<file path="config.mk">
export PLATFORM = sky130hd
export DESIGN_NAME = affine_seq
export DESIGN_NICKNAME = d
export VERILOG_FILES = /design/src/rtl/affine_pkg.sv /design/src/rtl/affine_step_dec.sv /design/src/rtl/affine_seq.sv
export SDC_FILE = /design/constraint.sdc
export NUM_CORES = 1
export LEC_CHECK = 0
export BUFFER_PORTS_ARGS = -buffer_cell sky130_fd_sc_hd__buf_2
export CELL_PAD_IN_SITES_DETAIL_PLACEMENT = 1
export CELL_PAD_IN_SITES_GLOBAL_PLACEMENT = 1
export CORE_MARGIN = 3
export CORE_UTILIZATION = 47
export CTS_BUF_LIST = sky130_fd_sc_hd__clkbuf_16
export DETAILED_ROUTE_END_ITERATION = 6
export MAX_ROUTING_LAYER = met4
export PLACE_DENSITY_LB_ADDON = 0.3
export SLEW_MARGIN = 20
export SYNTH_ARGS = -nofsm -noshare
export SYNTH_HDL_FRONTEND = slang
export SYNTH_HIERARCHICAL = 1
export SYNTH_SLANG_ARGS = --single-unit
</file>
<file path="constraint.sdc">
create_clock -name clk -period 6.9 [get_ports clk]
set_clock_uncertainty 0.05 [all_clocks]
set_input_delay 1.035 -clock clk [delete_from_list [all_inputs] [get_ports clk]]
set_output_delay 1.035 -clock clk [all_outputs]
set_load 0.02 [all_outputs]
</file>
<file path="src/rtl/affine_pkg.sv">
// Shared types and constants for the affine transform sequencer and its ALU.
// Operand-select codes are plain constants so the decoder ports stay simple vectors.
package affine_pkg;

    typedef enum logic [1:0] {
        RB  = 2'b00,
        ADD = 2'b01,
        MUL = 2'b10
    } alu_func_t;

    typedef enum logic [1:0] {
        S_IDLE = 2'd0,
        S_RUN  = 2'd1,
        S_DONE = 2'd2
    } state_t;

    localparam int N_STEPS   = 8;
    localparam int FRAC_BITS = 7;
    localparam int STEP_W    = $clog2(N_STEPS);

    localparam logic [2:0] SA_ZERO = 3'd0;
    localparam logic [2:0] SA_A11  = 3'd1;
    localparam logic [2:0] SA_A12  = 3'd2;
    localparam logic [2:0] SA_A21  = 3'd3;
    localparam logic [2:0] SA_A22  = 3'd4;
    localparam logic [2:0] SA_ACC  = 3'd5;

    localparam logic [2:0] SB_ZERO = 3'd0;
    localparam logic [2:0] SB_X1   = 3'd1;
    localparam logic [2:0] SB_Y1   = 3'd2;
    localparam logic [2:0] SB_TMP  = 3'd3;
    localparam logic [2:0] SB_B1   = 3'd4;
    localparam logic [2:0] SB_B2   = 3'd5;

endpackage

</file>
<file path="src/rtl/affine_step_dec.sv">
// Step decoder: maps the step index to ALU operand selects, function and the
// register that captures the ALU result. Inactive means the ALU idles at RB/0/0.
module affine_step_dec
    import affine_pkg::*;
(
    input  logic              active_i,
    input  logic [STEP_W-1:0] step_i,
    output logic [2:0]        sel_a_o,
    output logic [2:0]        sel_b_o,
    output logic [1:0]        func_o,
    output logic              en_acc_o,
    output logic              en_tmp_o,
    output logic              en_x2_o,
    output logic              en_y2_o
);

    alu_func_t func;

    assign func_o = func;

    always_comb begin
        sel_a_o  = SA_ZERO;
        sel_b_o  = SB_ZERO;
        func     = RB;
        en_acc_o = 1'b0;
        en_tmp_o = 1'b0;
        en_x2_o  = 1'b0;
        en_y2_o  = 1'b0;
        if (active_i) begin
            case (step_i)
                3'd0: begin sel_a_o = SA_A11; sel_b_o = SB_X1;  func = MUL; en_acc_o = 1'b1; end
                3'd1: begin sel_a_o = SA_A12; sel_b_o = SB_Y1;  func = MUL; en_tmp_o = 1'b1; end
                3'd2: begin sel_a_o = SA_ACC; sel_b_o = SB_TMP; func = ADD; en_acc_o = 1'b1; end
                3'd3: begin sel_a_o = SA_ACC; sel_b_o = SB_B1;  func = ADD; en_x2_o  = 1'b1; end
                3'd4: begin sel_a_o = SA_A21; sel_b_o = SB_X1;  func = MUL; en_acc_o = 1'b1; end
                3'd5: begin sel_a_o = SA_A22; sel_b_o = SB_Y1;  func = MUL; en_tmp_o = 1'b1; end
                3'd6: begin sel_a_o = SA_ACC; sel_b_o = SB_TMP; func = ADD; en_acc_o = 1'b1; end
                3'd7: begin sel_a_o = SA_ACC; sel_b_o = SB_B2;  func = ADD; en_y2_o  = 1'b1; end
            endcase
        end
    end

endmodule

</file>
<file path="src/rtl/affine_seq.sv">
// Affine transform sequencer: drives a shared external ALU through eight steps
// per job, with valid/ready handshakes on the job and result sides.
module affine_seq
    import affine_pkg::*;
#(
    parameter int W = 8
) (
    input  logic         clk,
    input  logic         nReset,
    input  logic         in_valid,
    output logic         in_ready,
    input  logic [W-1:0] x1,
    input  logic [W-1:0] y1,
    input  logic [W-1:0] a11,
    input  logic [W-1:0] a12,
    input  logic [W-1:0] a21,
    input  logic [W-1:0] a22,
    input  logic [W-1:0] b1,
    input  logic [W-1:0] b2,
    output logic         out_valid,
    input  logic         out_ready,
    output logic [W-1:0] x2,
    output logic [W-1:0] y2,
    output logic [W-1:0] alu_a,
    output logic [W-1:0] alu_b,
    output logic [1:0]   alu_func,
    input  logic [W-1:0] alu_result
);

    localparam logic [STEP_W-1:0] LAST_STEP = STEP_W'(N_STEPS - 1);

    state_t            state_q, state_d;
    logic [STEP_W-1:0] step_q, step_d;
    logic [W-1:0]      acc_q, tmp_q, x2_q, y2_q;
    logic [W-1:0]      x1_q, y1_q, a11_q, a12_q, a21_q, a22_q, b1_q, b2_q;
    logic [2:0]        sel_a, sel_b;
    logic              en_acc, en_tmp, en_x2, en_y2;
    logic              accept, active;

    assign accept = (state_q == S_IDLE) && in_valid;
    assign active = (state_q == S_RUN);

    always_comb begin
        state_d = state_q;
        step_d  = step_q;
        case (state_q)
            S_IDLE: if (in_valid) begin
                state_d = S_RUN;
                step_d  = '0;
            end
            S_RUN: begin
                if (step_q == LAST_STEP) begin
                    state_d = S_DONE;
                    step_d  = '0;
                end else begin
                    step_d = step_q + 1'b1;
                end
            end
            S_DONE: if (out_ready) state_d = S_IDLE;
            default: state_d = S_IDLE;
        endcase
    end

    affine_step_dec u_dec (
        .active_i (active),
        .step_i   (step_q),
        .sel_a_o  (sel_a),
        .sel_b_o  (sel_b),
        .func_o   (alu_func),
        .en_acc_o (en_acc),
        .en_tmp_o (en_tmp),
        .en_x2_o  (en_x2),
        .en_y2_o  (en_y2)
    );

    always_comb begin
        alu_a = '0;
        alu_b = '0;
        case (sel_a)
            SA_A11:  alu_a = a11_q;
            SA_A12:  alu_a = a12_q;
            SA_A21:  alu_a = a21_q;
            SA_A22:  alu_a = a22_q;
            SA_ACC:  alu_a = acc_q;
            default: alu_a = '0;
        endcase
        case (sel_b)
            SB_X1:   alu_b = x1_q;
            SB_Y1:   alu_b = y1_q;
            SB_TMP:  alu_b = tmp_q;
            SB_B1:   alu_b = b1_q;
            SB_B2:   alu_b = b2_q;
            default: alu_b = '0;
        endcase
    end

    // Every register clears on reset so an aborted job leaves nothing behind.
    always_ff @(posedge clk or negedge nReset) begin
        if (!nReset) begin
            state_q <= S_IDLE;
            step_q  <= '0;
            acc_q   <= '0;
            tmp_q   <= '0;
            x2_q    <= '0;
            y2_q    <= '0;
            x1_q    <= '0;
            y1_q    <= '0;
            a11_q   <= '0;
            a12_q   <= '0;
            a21_q   <= '0;
            a22_q   <= '0;
            b1_q    <= '0;
            b2_q    <= '0;
        end else begin
            state_q <= state_d;
            step_q  <= step_d;
            if (accept) begin
                x1_q  <= x1;
                y1_q  <= y1;
                a11_q <= a11;
                a12_q <= a12;
                a21_q <= a21;
                a22_q <= a22;
                b1_q  <= b1;
                b2_q  <= b2;
            end
            if (en_acc) acc_q <= alu_result;
            if (en_tmp) tmp_q <= alu_result;
            if (en_x2)  x2_q  <= alu_result;
            if (en_y2)  y2_q  <= alu_result;
        end
    end

    assign in_ready  = (state_q == S_IDLE);
    assign out_valid = (state_q == S_DONE);
    assign x2        = x2_q;
    assign y2        = y2_q;

endmodule

</file>
* Word level (Yosys, flattened, before mapping)
Cells that the tools add are included.
** Word-level totals
- Register bits :: 101
- Bits of input ports :: 76
- Output and inout port bits :: 36
- Logic and storage cells :: 72
** Cells by class
- Add/sub/neg operators :: 1
- Eq/ne operators :: 22
- Muxes and demuxes :: 23
- Reductions and logical operators :: 12
** Operators by type and width (count)
- $pmux 8 s5 :: 2
- $pmux 3 s5 :: 2
- $eq 3x3->1 const B :: 8
- $eq 3x2->1 const B :: 6
- $mux 3 :: 4
- $reduce_or 4->1 :: 3
- $eq 3x1->1 const B :: 3
- $mux 1 :: 8
- $mux 2 :: 4
- $pmux 2 s3 :: 1
- $pmux 3 s2 :: 1
- $reduce_or 2->1 :: 3
- $ne 2x1->1 const B :: 2
- $pmux 2 s2 :: 1
- $add 3x1->3 const B :: 1
- $logic_not 3->1 :: 1
- $reduce_and 3->1 :: 1
- $eq 2x1->1 const B :: 1
- $eq 2x2->1 const B :: 1
- $logic_not 2->1 :: 1
- $ne 2x2->1 const B :: 1
- $reduce_and 2->1 :: 1
- $reduce_bool 2->1 :: 1
- $logic_and 1x1->1 :: 1

* Logic depth before layout (Yosys ltp)
Gate-level depths: netlist of the first run.
- Depth in word-level cells :: 6
- Gate-level depth with buffers :: 9
- Mapped depth without buffers :: 7

* Modules after synthesis
The synthesis of the first run kept the hierarchy.
** Modules (own cells, without submodules)
- affine_seq :: times used 1, cells an instance 315, area each 4511.8 µm², seq. area each 2527.4 µm²
- affine_step_dec :: times used 1, cells an instance 26, area each 205.2 µm², seq. area each 0.0 µm²

* Worst setup path after synthesis of the first run
No wires, ideal clock.
- Kind :: register to output
- Start :: reg state_q[1]
- End :: out alu_b[5]
- Arrival :: 2.022 ns
- Data required time :: 5.815 ns
- Slack :: 3.793 ns
- Cell stages (with the launch flop) :: 10
- Buffers on the path :: 3
- Cell sequence :: dfrtp_1 > nand2b_1 > inv_1 > buf_2 > and2_1 > nor2b_1 > clkbuf_2 > buf_2 > a221oi_1 > a31oi_1
** Between the ends
- Longest elaborated chain between the ends :: 4
- Elaborated cells on any way between the ends :: 8
- Classes of those cells :: eq/ne: 6; mux: 2
** Ends and longest elaborated chain
- start, declared :: RTL line affine_seq.sv:32 : state_t state_q, state_d;
- start signal, assigned :: RTL line affine_seq.sv:115 : state_q <= state_d;
- $eq 2x1->1 (*) :: RTL line affine_seq.sv:41 : assign active = (state_q == S_RUN);
- net active :: RTL line affine_seq.sv:38 : logic accept, active;
- $mux 3 (*) :: RTL line affine_step_dec.sv:29 : if (active_i) begin
- net sel_b[1] :: RTL line affine_seq.sv:36 : logic [2:0] sel_a, sel_b;
- $eq 3x3->1, or another cell as far along :: RTL line affine_seq.sv:87 : case (sel_b)
- $pmux 8 s5 (*) :: RTL line affine_seq.sv:87
- end, declared :: RTL line affine_seq.sv:25 : output logic [W-1:0] alu_b,
The timed path passes the listed nets; every way through them passes the cells marked *.

* Worst setup path after layout of the first run
- Start :: reg state_q[1]
- End :: out alu_a[3]
** Between the ends
- Longest elaborated chain between the ends :: 4
- Elaborated cells on any way between the ends :: 8
- Classes of those cells :: eq/ne: 6; mux: 2
** Ends and longest elaborated chain
- $eq 2x1->1 (*) :: RTL line affine_seq.sv:41
- net active :: RTL line affine_seq.sv:38
- $mux 3 (*) :: RTL line affine_step_dec.sv:29
- net sel_a[0] :: RTL line affine_seq.sv:36
- $eq 3x3->1, or another cell as far along :: RTL line affine_seq.sv:79 : case (sel_a)
- $pmux 8 s5 (*) :: RTL line affine_seq.sv:79
- end, declared :: RTL line affine_seq.sv:24 : output logic [W-1:0] alu_a,
Marks and branches as above.

==> impl_results.md, run 1 <==
- Tightest Hold Check Type: reg2reg
- Kind of critical path: reg2out
- Reg2reg setup slack: 4.41 ns
- TritonRoute pass-1 iters: 4
- Critical Path Fanout Max: 19
- CTS Sinks: roughly 100
- Port Buffer Count: around 110
- Placer Congestion: slightly above 0.8
- Hold path endpoint: a22_q[6]
- Die area: roughly 0.011 sq mm
- Most frequent cells in the layout: buf_2 (110), dfrtp_1 (101), mux2_2 (80)
- Least-Margin Pin Slew: approximately 1.0 ns
- Initial DRC count: 80
- First-pass GRT wire length: 17900 um
- CP max stage cell: nor3b_1
- Sequential area share after synthesis: 0.536
- WL per Instance: between 15 and 20 um
- Count of pins over their slew limit: 0
- I/O pin cnt: 112
- R2r endpoint: x2[1]
- H-tree levels: 3
- Worst EP required: slightly below 6 ns
- Synth unique cells: 35
- Hpwl dp: slightly below 8000 um
- Skew-Pair Late Insertion Delay: 0.33 ns
- Clock Power Share: 0.158
- Vias in the first global route: ~3500
- Yosys warning count: 6
- Status: finished clean
- Routed Antenna Nets: 0
- Post-CTS setup buffer count: 0
- Final WL: 10900 um
- Post-Route Setup TNS: 0 ns
- Final worst-path cycle share: 0.632
- Main synth FF type: dfrtp_1
- Register share of total power: 0.338
- Root buffer cell: clkbuf_16
- Antenna cell count: 0
- DRC violations left: 0
- RSZ-0062 raised after global routing: no
- CTS max path bufs: 2
- Mapped Area: 0.00472 sq mm
- Synth Area per Inst: between 10 and 15 sq um
- Cells after Synth: between 300 and 400
- Net Sw Power: 1260 uW
- Comb pwr share: 0.505
- Total grt overflow: 0
- Placement Setup Slack: between 2 and 3 ns
- Die height: 106 um
- Clock-pin slew of the registers on the worst-case setup and hold paths: ~0.070 ns
- Worst setup EP type: output port
- Switching Share: 0.395
- Final WS setup: 2.54 ns
- Gr usage total: 0.208
- # rows: 35
- Commonest non-fill, non-tap cell in the layout: buf_2
- Initial antenna violation count: 0
- Leak Pwr: around 0.0026 uW
- Fmax: between 200 and 250 MHz
- Maxcap violations: 0
- Via density: approximately 5.3
- Worst VDD drop: between 200 and 300 uV
- Final Critical Period: ~4.4 ns
- Largest net degree at the start of global routing: between 60 and 70
- Core ar.: 0.00950 sq mm
- WHS Path Cells: 1
- Slew HR: 0.301
- CTS tree: yes
- Reg2reg start: state_q[1]
- Crit path arrival time: 3.28 ns
- Chip width: roughly 110 um
- Critical Path Start Type: flip-flop
- Power Dens Cells: roughly 570 mW/mm^2
- P&R area growth vs syn: 19.0%
- Power Internal: about 1900 uW
- Post-Syn Nets: ~430
- Yosys reg bits: ~100
- Final Hold Fails: 0
- Total number of vias: 3051
- Net count reported at finish: roughly 530
- Final setup fails: 0
- Initial Util: 0.496
- Fillers: between 900 and 1000
- Share of cells above drive strength 1: 0.530
- Post-CTS resize count: 0
- Cts hold-fix bufs: 0
- Total power draw: around 3200 uW
- Critical path's largest stage delay: between 0.9 and 1 ns
- Worst Hold Launch: a22_q[6]
- Cell Chain, Critical Path: nand2b_1, inv_1, nor2b_4, nor3b_1, a2bb2oi_1, o21ai_0, buf_2
- Total CTS buffers: 9
- R2r worst-path depth: 5
- Number of synthesized flops with an enable pin: 0
- Asr flop ratio synth: 1.00
## power groups by stage
stage	clock network [uW]	logic [uW]	registers (uW)
2_1_floorplan	0	1180	1090
3_3_place_gp	0	1560	1060
3_5_place_dp	0	1610	1090
4_1_cts	519	1630	1080
5_1_grt	551	1760	1120
6_report	505	1620	1080
## synth_stat cells (3+ instances only)
library cell	count	area [sq um]
a21o_1	5	37.5
a221oi_1	8	70.1
a31oi_1	8	50.1
and2_1	4	25.0
buf_2	3	15.0
buf_4	6	45.0
buf_6	3	33.8
clkbuf_1	8	30.0
dfrtp_1	101	2530
ha_1	9	113
inv_1	4	15.0
mux2_2	80	901
mux2_4	16	240
mux2i_1	25	250
nand2_1	14	52.6
nand2b_1	3	18.8
nor2_1	3	11.3
nor2b_1	6	37.5
o21ai_0	4	20.0
o22ai_1	7	43.8
or2_2	8	50.1
## state kept, by name (all words and copies together) (netlist names)
signal and count:
a11_q 8, a12_q 8, a21_q 8, a22_q 8
acc_q 8, b1_q 8, b2_q 8, tmp_q 8
x1_q 8, x2 8, y1_q 8, y2 8
step_q 3, state_q 2
## layer usage
layer | global-route usage | up-vias | routed length (um)
met5 | - | - | 0
met4 | 0.0611 | 0 | 134
met3 | 0.0540 | 10 | 589
met2 | 0.351 | 88 | 5500
met1 | 0.246 | 1535 | 4680
li1 | - | 1418 | -
## final cells by class
cell class	count	area (sq um)	share of cell area
clock buffer	9	225	0.0401
clock inverter	7	76.3	0.0136
sequential	101	2530	0.450
tap	129	161	0.0288
inverter	4	15.0	0.00268
multi-input combinational	214	2040	0.364
timing repair buffer	112	566	0.101
## metrics by stage
step	instances	hold WS (ns)	area (sq um)	utilization
6_report	576	0.456	5610	0.591
5_1_grt	576	0.482	5610	0.591
4_1_cts	576	0.459	5600	0.590
3_5_place_dp	560	0.444	5300	0.558
3_3_place_gp	560	0.434	5300	0.558
2_1_floorplan	341	0.430	4720	-
## worst max-delay path, delay by kind of cell (launching register included)
family,cells,cell delay [ns]
buffers and inverters,2,0.47
DFF,1,0.39
AOI/OAI and AO/OA,2,0.27
and+or+nand+nor,3,1.80
## worst max path at each step
stage | start | end | slack (ns) | depth (start not counted)
global placement | state_q[1] | alu_a[3] | 2.78 | 7
detailed placement | state_q[1] | alu_a[3] | 2.59 | 7
floorplan | state_q[1] | alu_b[5] | 3.79 | 9
CTS | state_q[1] | alu_a[3] | 2.14 | 7
global route | state_q[1] | alu_a[3] | 2.35 | 7
finish | state_q[1] | alu_a[3] | 2.54 | 7
## logic make-up (layout without fill, tap and decap cells)
family | after synthesis | in the layout | synth area share
buffers and inverters | 26 | 132 | 0.0337
AND/OR/NAND/NOR | 44 | 44 | 0.0509
multiplexers | 121 | 121 | 0.295
adder cells (fa/ha/maj) | 9 | 9 | 0.0239
flip-flops | 101 | 101 | 0.536
AO/OA/AOI/OAI | 40 | 40 | 0.0607
Note: power is estimated with default switching activity, not from simulation.
==> run 2: changes to the inputs <==
--- a/config.mk
+++ b/config.mk
@@ -5,11 +5,12 @@
 export SDC_FILE = /design/constraint.sdc
 export NUM_CORES = 1
 export LEC_CHECK = 0
+export ABC_AREA = 1
 export BUFFER_PORTS_ARGS = -buffer_cell sky130_fd_sc_hd__buf_2
 export CELL_PAD_IN_SITES_DETAIL_PLACEMENT = 1
 export CELL_PAD_IN_SITES_GLOBAL_PLACEMENT = 1
 export CORE_MARGIN = 3
-export CORE_UTILIZATION = 47
+export CORE_UTILIZATION = 36
 export CTS_BUF_LIST = sky130_fd_sc_hd__clkbuf_16
 export DETAILED_ROUTE_END_ITERATION = 6
 export MAX_ROUTING_LAYER = met4
==> constraint.sdc (replaced) <==
create_clock -name clk -period 3.6 [get_ports clk]
set_clock_uncertainty 0.05 [all_clocks]
set_input_delay 0.54 -clock clk [delete_from_list [all_inputs] [get_ports clk]]
set_output_delay 0.54 -clock clk [all_outputs]
set_load 0.02 [all_outputs]
==> run 2 against run 1 <==
  * Sequential share of layout area decreased by 2.1 points
  * Final cell count increased by 50%
  * Non-clock buffer count increased by 6
  * Largest cell class unchanged
  * Largest power group unchanged
  * Highest routed layer unchanged
==> impl_results.md, run 2 <==
- P&R area growth vs syn: 21.1%
- Die height: between 100 and 150 um
- Asr flop ratio synth: 1.00
- Hpwl dp: between 10000 and 15000 um
- Port Buffer Count: 111
- Vias in the first global route: roughly 4200
- Main synth FF type: dfrtp_1
- Die area: approximately 0.015 sq mm
- Design area: around 0.0059 sq mm
- Most common cell in the synthesized netlist: nand2_1
- Synth unique cells: 18
- Status: finished clean
- Total power draw: 6020 uW
- Final WS setup: 0.304 ns
- Leak Pwr: 0.00319 uW
- Kind of critical path: reg2out
- Post-CTS setup buffer count: 0
- Share of cells above drive strength 1: 0.244
- CTS tree: yes
- Cells after Synth: between 500 and 600
- Power Dens Cells: between 1000 and 1500 mW/mm^2
- Most frequent cells in the layout: nand2_1 (136), buf_2 (110), dfrtp_1 (101)
- Reg2reg start: state_q[1]
- CTS Sinks: approximately 100
- Chip width: between 100 and 150 um
- Post-CTS resize count: 0
- # rows: slightly above 40
- Worst EP required: about 3.0 ns
- DRC violations left: 0
- Cts hold-fix bufs: 0
- Maxcap violations: 0
- Largest net degree at the start of global routing: 61
- Fmax: 303 MHz
- Tightest Hold Check Type: in2async
- Leading area contributor after synthesis: dfrtp_1
- CP Launch Point: state_q[1]
- Share of the synthesized area in the top cell type: 0.520
- Initial antenna violation count: 0
- Yosys warning count: 6
- Final setup fails: 0
- Non-filler cells in the finished layout: 864
- Root buffer cell: clkbuf_16
- Critical Path Start Type: flip-flop
- Placement Setup Slack: 0.481 ns
- Synth top area cells: dfrtp_1 (52%), nand2_1 (11%), nand3_1 (8.4%), nor2_1 (6.1%), mux2_2 (5.6%)
- Crit path arrival time: around 2.7 ns
- Via density: between 4 and 5
- Synth top cells by count: nand2_1 (137), dfrtp_1 (101), nand3_1 (82)
- Critical Path Fanout Max: 18
- Post-place instance area: 0.00556 sq mm
- CTS max path bufs: 2
- Post-Syn Nets: ~670
- Final Hold Fails: 0
- Total grt overflow: 0
- Sequential area share after synthesis: 0.520
- Count of pins over their slew limit: 0
- Final worst-path cycle share: 0.916
- Placer Congestion: 0.882
- Least-Margin Pin Slew: approximately 0.77 ns
- Worst setup EP type: output port
- Worst VDD drop: 371 uV
- Number of synthesized flops with an enable pin: 0
- Skew-Pair Late Insertion Delay: around 0.34 ns
- Total CTS buffers: 9
- Antenna cell count: 0
- Slew HR: 0.489
- Mapped Area: a little under 0.005 sq mm
- Clock-pin slew of the registers on the worst-case setup and hold paths: 0.06 ns
- Core ar.: approximately 0.013 sq mm
- I/O pin cnt: ~110
- Commonest non-fill, non-tap cell in the layout: nand2_1
- Routed Antenna Nets: 0
- Total number of vias: roughly 4200
- RSZ-0062 raised after global routing: no
- Fillers: ~1600
- Initial DRC count: 193
- Net count reported at finish: 772
- WL per Instance: between 15 and 20 um
- TritonRoute pass-1 iters: 4
- H-tree levels: 3
- Synth Area per Inst: between 8 and 9 sq um
- Final Critical Period: between 3 and 4 ns
- Initial Util: 0.376
- Gr usage total: 0.198
- Yosys reg bits: about 100
- Placed insts: ~850
- Post-Route Setup TNS: 0 ns
- Final WL: roughly 14000 um
- First-pass GRT wire length: about 22000 um
-- run 2: stage by stage --
step	hold slack, ns	utilization
final	0.206	0.455
after global routing	0.268	0.455
after CTS	0.237	0.455
after detailed placement	0.410	0.430
after global placement	0.410	0.430
after floorplan	0.194	-
-- run 2: cell families (layout without fill, tap and decap cells) --
family                     after synthesis  in the layout  share of synthesized area
muxes                                   24             24                     0.0556
DFF                                    101            101                      0.520
adders and majority gates                9              9                     0.0232
AOI/OAI and AO/OA                       35             35                     0.0371
and+or+nand+nor                        323            323                      0.285
buffers and inverters                   94            200                     0.0785
-- run 2: area by class of cell --
cell class / count / area (sq um) / area share
sequential: 101 / 2530 / 0.429
inverter: 66 / 251 / 0.0427
timing repair buffer: 118 / 623 / 0.106
multi-input combinational: 391 / 1950 / 0.332
clock buffer: 9 / 225 / 0.0383
tap: 172 / 215 / 0.0366
clock inverter: 7 / 88.8 / 0.0151
-- run 2: worst max-delay path, stage by stage, from the launching register on --
cell	delay [ns]
dfrtp_1	0.40
inv_1	0.10
nand2_1	0.17
clkinvlp_4	0.22
nand2_2	0.08
inv_2	0.24
nand2_2	0.10
nand2_2	0.22
nand3_1	0.30
nor2_1	0.20
nor2_1	0.08
nand3_1	0.08
buf_2	0.17
-- run 2: routing by layer --
layer	part of all wire	wire length (um)	GRT usage
met1	0.48	6630	0.275
met2	0.47	6460	0.300
met3	0.040	549	0.0283
met4	0.012	163	0.0630
met5	0	0	-
-- run 2: worst paths after layout --
kind / cells past startpoint / slack (ns) / to
setup / recovery: 12 / 0.30 / alu_b[5]
hold / removal: 1 / 0.21 / y2[2]
setup reg to reg: 8 / 1.46 / y2[4]
hold reg to reg: 2 / 0.43 / a22_q[5]
max in group asynchronous: 2 / 2.46 / a12_q[6]
min in group clk: 2 / 0.33 / state_q[1]
-- run 2: report_power, final --
part | leakage [uW] | internal [uW] | switching (uW)
combinational | 0.00183 | 974 | 2000
sequential | 0.00121 | 1680 | 321
clock | 0.000155 | 606 | 432
total | 0.00319 | 3260 | 2760
